**src/rtl/spongent_feeder.sv**
```systemverilog
// Initiator-side driver for the iterative SPONGENT hash core: absorbs a valid/ready word stream,
// triggers the final hash and returns the digest. Optional watchdog: SPONGENT_FEEDER_TIMEOUT_EN.
module spongent_feeder #(
  parameter int N              = 256,
  parameter int r              = 16,
  parameter int CNT_W          = 16,
  parameter int TIMEOUT_CYCLES = 4096
) (
  input  logic             clk,
  input  logic             rst,
  input  logic [r-1:0]     msg_data,
  input  logic             msg_valid,
  input  logic             msg_last,
  output logic             msg_ready,
  output logic             core_rst,
  output logic [r-1:0]     core_data,
  output logic             core_data_ready,
  output logic             core_start_hash,
  input  logic             core_busy,
  input  logic             core_end_hash,
  input  logic [N-1:0]     core_digest,
  output logic [N-1:0]     digest,
  output logic [CNT_W-1:0] digest_words,
  output logic             digest_valid,
  input  logic             digest_ready,
  output logic             error
);

  if ((r != 8 && r != 16) || TIMEOUT_CYCLES < 1) begin : g_bad_params
    $error("spongent_feeder: r must be 8 or 16 and TIMEOUT_CYCLES at least 1");
  end

  typedef enum logic [2:0] {
    S_CRST, S_IDLE, S_STROBE, S_HOLD, S_WAIT, S_FINAL, S_OUT
  } state_t;

  state_t           state_q, state_d;
  logic [1:0]       crst_cnt_q, crst_cnt_d;
  logic [CNT_W-1:0] word_cnt_q, word_cnt_d;
  logic             last_q, last_d;
  logic             seen_busy_q, seen_busy_d;
  logic [r-1:0]     core_data_d;
  logic [N-1:0]     digest_d;
  logic [CNT_W-1:0] digest_words_d;
  logic             accept;
  logic             timeout_hit;

  // msg_ready is only ever registered high while in IDLE, so at most one word is in flight.
  assign accept = (state_q == S_IDLE) && msg_valid && msg_ready;

`ifdef SPONGENT_FEEDER_TIMEOUT_EN
  localparam int TO_W = $clog2(TIMEOUT_CYCLES + 1);

  logic [TO_W-1:0] to_cnt_q;
  logic            in_watch;

  assign in_watch    = (state_q == S_WAIT) || (state_q == S_FINAL);
  assign timeout_hit = in_watch && (to_cnt_q == TO_W'(TIMEOUT_CYCLES - 1));

  // The watchdog restarts on every state change so WAIT and FINAL each get a full budget.
  always_ff @(posedge clk or negedge rst) begin
    if (!rst) begin
      to_cnt_q <= '0;
      error    <= 1'b0;
    end else begin
      if (!in_watch || state_d != state_q) to_cnt_q <= '0;
      else                                 to_cnt_q <= to_cnt_q + TO_W'(1);
      if (timeout_hit)  error <= 1'b1;
      else if (accept)  error <= 1'b0;
    end
  end
`else
  assign timeout_hit = 1'b0;
  assign error       = 1'b0;
`endif

  always_comb begin
    // NOTE: every signal gets its hold value first, so no path through the case leaves one unassigned (no latch).
    state_d        = state_q;
    crst_cnt_d     = crst_cnt_q;
    word_cnt_d     = word_cnt_q;
    last_d         = last_q;
    seen_busy_d    = seen_busy_q;
    core_data_d    = core_data;
    digest_d       = digest;
    digest_words_d = digest_words;

    case (state_q)
      S_CRST: begin
        if (crst_cnt_q == 2'd1) state_d    = S_IDLE;
        else                    crst_cnt_d = crst_cnt_q + 2'd1;
      end
      S_IDLE: begin
        if (accept) begin
          core_data_d = msg_data;
          last_d      = msg_last;
          if (word_cnt_q != '1) word_cnt_d = word_cnt_q + CNT_W'(1);
          state_d     = S_STROBE;
        end
      end
      S_STROBE: state_d = S_HOLD;
      S_HOLD: begin
        // core_data is still driven here: the core loads its permutation on this edge.
        seen_busy_d = 1'b0;
        state_d     = S_WAIT;
      end
      S_WAIT: begin
        if (core_busy) seen_busy_d = 1'b1;
        if (seen_busy_q && !core_busy) state_d = last_q ? S_FINAL : S_IDLE;
      end
      S_FINAL: begin
        if (core_end_hash) begin
          digest_d       = core_digest;
          digest_words_d = word_cnt_q;
          state_d        = S_OUT;
        end
      end
      S_OUT: begin
        if (digest_ready) state_d = S_CRST;
      end
      default: state_d = S_CRST;
    endcase

    if (timeout_hit) state_d = S_CRST;

    // Any entry into CRST discards the message in progress and re-arms the core.
    if (state_d == S_CRST && state_q != S_CRST) begin
      crst_cnt_d = '0;
      word_cnt_d = '0;
      last_d     = 1'b0;
    end
  end

  always_ff @(posedge clk or negedge rst) begin
    if (!rst) begin
      state_q         <= S_CRST;
      crst_cnt_q      <= '0;
      word_cnt_q      <= '0;
      last_q          <= 1'b0;
      seen_busy_q     <= 1'b0;
      msg_ready       <= 1'b0;
      core_rst        <= 1'b1;
      core_data       <= '0;
      core_data_ready <= 1'b0;
      core_start_hash <= 1'b0;
      digest          <= '0;
      digest_words    <= '0;
      digest_valid    <= 1'b0;
    end else begin
      // NOTE: non-blocking assignments so every register samples the pre-edge values.
      state_q         <= state_d;
      crst_cnt_q      <= crst_cnt_d;
      word_cnt_q      <= word_cnt_d;
      last_q          <= last_d;
      seen_busy_q     <= seen_busy_d;
      core_data       <= core_data_d;
      digest          <= digest_d;
      digest_words    <= digest_words_d;
      msg_ready       <= (state_d == S_IDLE) && !core_busy;
      core_rst        <= (state_d == S_CRST);
      core_data_ready <= (state_d == S_STROBE);
      core_start_hash <= (state_d == S_FINAL);
      digest_valid    <= (state_d == S_OUT);
    end
  end

endmodule

```
**config.mk**
```make
export PLATFORM = sky130hd
export DESIGN_NAME = spongent_feeder
export DESIGN_NICKNAME = d
export VERILOG_FILES = /design/src/rtl/spongent_feeder.sv
export SDC_FILE = /design/constraint.sdc
export NUM_CORES = 1
export LEC_CHECK = 0
export BUFFER_PORTS_ARGS = -buffer_cell sky130_fd_sc_hd__buf_4
export CORE_AREA = 2 2 225 227
export CTS_CLUSTER_DIAMETER = 200
export DETAILED_ROUTE_END_ITERATION = 16
export DIE_AREA = 0 0 227 229
export GPL_ROUTABILITY_DRIVEN = 1
export GPL_TIMING_DRIVEN = 0
export HOLD_SLACK_MARGIN = 0.02
export SYNTH_ARGS = -nofsm -noshare
export SYNTH_HDL_FRONTEND = slang
export SYNTH_SLANG_ARGS = --single-unit
```
**constraint.sdc**
```tcl
create_clock -name clk -period 3.3 [get_ports clk]
set_input_delay 0.165 -clock clk [delete_from_list [all_inputs] [get_ports clk]]
set_output_delay 0.165 -clock clk [all_outputs]
set_load 0.005 [all_outputs]
```
; ---- Yosys cells after proc, flatten, opt, wreduce, memory -nomap -nowiden
; Index checks and enable logic that the tools add are counted.
[word_totals]
reg_bits = 316
latchBits = 0
mem_bits_rw = 0
mem_bits_ro = 0
in_bits = 279
word_cells = 68
n_memories = 0
[classes]
n_addsub = 2
mul = 0
div_mod_pow = 0
order_cmp = 0
n_eq_ne = 14
shift = 0
mux = 19
bitwise_logic = 0
n_reduce_logical = 20
[op_table]
columns = op, count
row1 = 2-to-1 mux 16 bit, 4
row2 = one-hot mux 3 bit (7 select lines), 1
row3 = 2-to-1 mux 3 bit, 6
row4 = "adder 16 x 1 -> 16 bit, second input constant", 1
row5 = "inequality test 16 bit, second input constant", 1
row6 = "== test 3 bit, second input constant", 5
row7 = AND reduction 2 bit, 5
row8 = nonzero test 2 bit, 5
row9 = "== test 3 x 2 -> 1 bit, second input constant", 3
row10 = "== test 3 x 1 -> 1 bit, second input constant", 2
row11 = zero test 3 bit, 2
row12 = 2-to-1 mux 2 bit, 3
row13 = logical AND 1 bit, 5
row14 = 2-to-1 mux 1 bit, 4
row15 = AND reduction 3 bit, 1
row16 = nonzero test 3 bit, 1
row17 = "adder 2 x 1 -> 2 bit, second input constant", 1
row18 = "== test 2 x 1 -> 1 bit, second input constant", 1
row19 = "inequality test 2 x 1 -> 1 bit, second input constant", 1
row20 = "inequality test 2 bit, second input constant", 1
row21 = one-hot mux 1 bit (2 select lines), 1
row22 = zero test 1 bit, 1

; ---- Logic depth before layout (Yosys ltp)
[logic_depth]
ltp_word = 9
depth_mapped = 9

; ---- Worst setup path after synthesis
; OpenSTA, ideal clock, no wires.
[synth_path]
path_kind = flip-flop to flip-flop
from = reg state_q[1]
to = reg word_cnt_q[11]
setup_ns = 0.120
arrival_ns = 1.600
required_time_ns = 3.180
slack_ns = 1.579
stages_incl_launch_ff = 8
path_buffers = 2
cell_sequence = dfrtp_1 buf_6 nand4b_4 or2_0 buf_2 nor4_4 a31oi_1 a41o_1
[synth_between]
elab_chain_len = 9
elab_cells_between_ends = 23
cone_classes = 6 x eq/ne / 7 x mux / 10 x reduce/logical
[synth_rtl]
columns = element, line
row1 = start: declaration, 37  ; state_t state_q, state_d;
row2 = start signal: assignment, 151  ; state_q <= state_d;
row3 = == test 3 x 1 -> 1 bit, "49, 88"
row4 = logical AND 1 bit (2 in series), 49  ; assign accept = (state_q == S_IDLE) && msg_valid && msg_ready;
row5 = 2-to-1 mux 3 bit, 94  ; if (accept) begin
row6 = one-hot mux 3 bit (7 select lines), 88  ; case (state_q)
row7 = zero test 3 bit, 127  ; if (state_d == S_CRST && state_q != S_CRST) begin
row8 = logical AND 1 bit, 127
row9 = nonzero test 2 bit (no source line), --
row10 = AND reduction 3 bit (no source line), --
row11 = end signal: assignment, 153  ; word_cnt_q <= word_cnt_d;
row12 = end: declaration, 39  ; logic [CNT_W-1:0] word_cnt_q, word_cnt_d;
; Parallel ways exist; a longest one is shown, timed or not.
; A chain may end at the register's enable or synchronous reset.

; ---- Worst setup path in the final report
[layout_path]
from = reg state_q[1]
to = reg digest[39]
[layout_between]
elab_chain_len = 2
[layout_rtl]
columns = element, line
row1 = == test 3 bit, 88
row2 = AND reduction 2 bit (no source line), --
row3 = end signal: assignment, 157  ; digest <= digest_d;
row4 = end: declaration, 22  ; output logic [N-1:0] digest,
; Every way passes these cells.

==> qor.yml <==
status: "finished, final reports clean"
drive_gt1_share_pct: 55.5
grt_pass1_vias: 11000
hold_ws_ns: 0.187
hold_viol: 0
slowest_delay_ns: 0.64
dpl_worst_slack_ns: 0.830
dpl.hpwl_um: 28600
layout_min_cycle_time_ns: 2.38
grt_pass1_wl_um: 61900
dieArea_sq_mm: 0.0520
die_h_um: 229
synth_area_leaders: "dfrtp_1, mux2_2, nand2_1, buf_2, nand3_1"
grt_overflow: 0
vias: 9836
critPathRequiredTime_ns: 3.71
fmaxAchievable_ghz: 0.421
ys.warnings.count: 0
drc: 0
hold_depth: 5
fin_util_pct: 42.8
worst_pin_slew_ns: 0.890
fin_nets: 1959
startpoint_type: "flop"
layout.cells.non_filler: 2378
synth_nets: 1069
synthFlopType: "dfrtp_1"
worst_slack_ns: 0.922
power_density_mw_per_mm2: 789
cp.arrival_ns: 2.79
seqPwrFrac_pct: 39.2
cts_sinks: 316
critPathLaunch: "state_q[1]"
wl_per_cell_um: 17.2
io_pins: 573
row_count: 82
fin_crit_sh_pct: 72.1
start_util_pct: 24.3
r2r_cells: 6
layout_common_cells: "buf_4, dfrtp_1, dlygate4sd3_1, mux2_2, nand2_1"
p_sw_mw: 4.79
skew_ns: 0.0124
crit_fanout: 10
synth_area_leader_cell: "dfrtp_1"
ir_drop_mv: 0.556
min_path_type: "in2reg"
grt_max_degree: 117
gp_congestion: 0.822
rr_startpoint: "state_q[1]"
rsz0062_at_grt: "no"
cp_slowest_cell: "clkbuf_1"
dieWidth_um: 227
synth_seq_cells: 316
p_clk_share_pct: 25.0
setup_viol_count_final: 0
cp_cell_sequence: "buf_6, nor2b_1, nand3_1, clkbuf_1, buf_2, mux2_2"
synth_edf_count: 0
p_int_mw: 12.0
ant_nets: 0
cts_resized: 0
portBuffers: 571
dp.cells: 2033
p_leak_nw: 10.3
cts_tree: "done"
synth_cells: 788
slew_headroom_pct: 40.7
numCtsBuffers: 38
grtUsageTotal_pct: 15.4
wl_um: 40800
yosysUniqueCellTypes: 47
cts_setup_buffers: 0
endpoint_kind: "flop"
clock_latency_ns: 0.54
cts-root-buf: "clkbuf_16"
area_delta_synth_final_pct: 76.5
criticalPathCategory: "reg2reg"
cts_buffer_depth: 3
drtIter0Drc: 263
drv_slew: 0
crit_family: "buffers and inverters"
async_flop_share_pct: 100
avgSynthCellArea_sq_um: 15.3
seq_area_frac_synth_pct: 65.6
swShare_pct: 28.5
rr_endpoint: "digest[39]"
dr.pass1.iters: 4
h-tree-depth: 2
critical_path_buf_inv_count: 3
path_depth: 6
p_comb_share_pct: 35.8
endpoint: "digest[39]"
via_per_inst: 4.14
antenna_found_initial: 3
reg2reg_slack_ns: 0.92
fp.coreArea_sq_mm: 0.0497
synth_top_area_share_pct: 65.4
final_common_cell: "buf_4"
maxCapViolCount: 0
clk_pin_slew_ns: 0.06
synthesis.area_sq_mm: 0.0120
## power groups by stage
stage / clock network, mW / registers (mW) / logic [mW]
detailed placement: 0 / 6.59 / 5.77
global route: 4.50 / 6.78 / 6.48
global placement: 0 / 6.52 / 5.69
floorplan: 0 / 6.59 / 2.03
finish: 4.19 / 6.59 / 6.01
CTS: 4.35 / 6.56 / 6.06
## kinds of logic after synthesis
logic type | Yosys count | share of synthesized area, %
mux | 273 | 25.5
xor+xnor | 8 | 0.582
buf+inv | 44 | 1.81
flops | 316 | 65.6
simple gates | 114 | 4.59
compound gates | 30 | 1.64
other cells | 1 | 0.0311
fa+ha+maj | 2 | 0.208
## cell usage after synthesis (4+ instances only)
library cell / count
dfrtp_1: 315
mux2_2: 272
nand2_1: 58
buf_2: 30
nor2_1: 15
nand3_1: 12
o21ai_0: 8
xor2_1: 6
clkbuf_1: 5
nor2b_1: 5
a21oi_1: 4
inv_1: 4
nor3_1: 4
o211ai_1: 4
## cell type report
type	count	area (sq um)
Timing Repair Buffer	850	7120
Clock inverter	16	166
Buffer	40	203
Fill cell	4598	28400
Sequential cell	316	7910
Antenna cell	2	5.00
Tap cell	672	841
Clock buffer	50	1090
Multi-Input combinational cell	428	3920
Inverter	4	15.0
## state kept, by name, summed over array words and instances, names as in the netlist
signal and cells:
core_data 16, digest 256, msg_ready 1, core_rst 1, last_q 1, core_data_ready 1
core_start_hash 1, digest_valid 1, crst_cnt_q 2, word_cnt_q 16, seen_busy_q 1, state_q 3
digest_words 16
## worst register-to-register path, delay by kind of cell, from the launching register on
family                 cells  cell delay (ns)
buffers and inverters      3             1.18
DFF                        1             0.34
muxes                      1             0.38
and+or+nand+nor            2             0.35
## per-stage QoR
step	power, mW	TNS [ns]	cell area (sq um)
final	16.8	0	21300
after global placement	12.2	-269.79	17200
after global routing	17.8	0	21300
after detailed placement	12.4	0	17200
after floorplan	8.62	0	12000
after CTS	17.0	0	21300
## layer usage
layer,global-route usage [%],vias up,wire (um)
met5,0,-,0
met4,6.50,0,1660
met3,4.43,84,2820
met2,27.4,336,21000
met1,17.1,4867,15300
li1,-,4549,-
## worst min-delay path by stage
stage                          endpoint         from
after floorplan            core_data[0]          rst
after global placement     core_data[7]  msg_data[7]
after CTS                    state_q[0]    msg_valid
after detailed placement    digest[123]          rst
final                     word_cnt_q[4]    msg_valid
after global routing      word_cnt_q[6]    msg_valid
## timing repair
action,in CTS,in global routing
hold buffers,277,0
endpoints found under the setup margin,0,0
hold endpoints to repair,365,0
(Power assumes the default switching activity.)
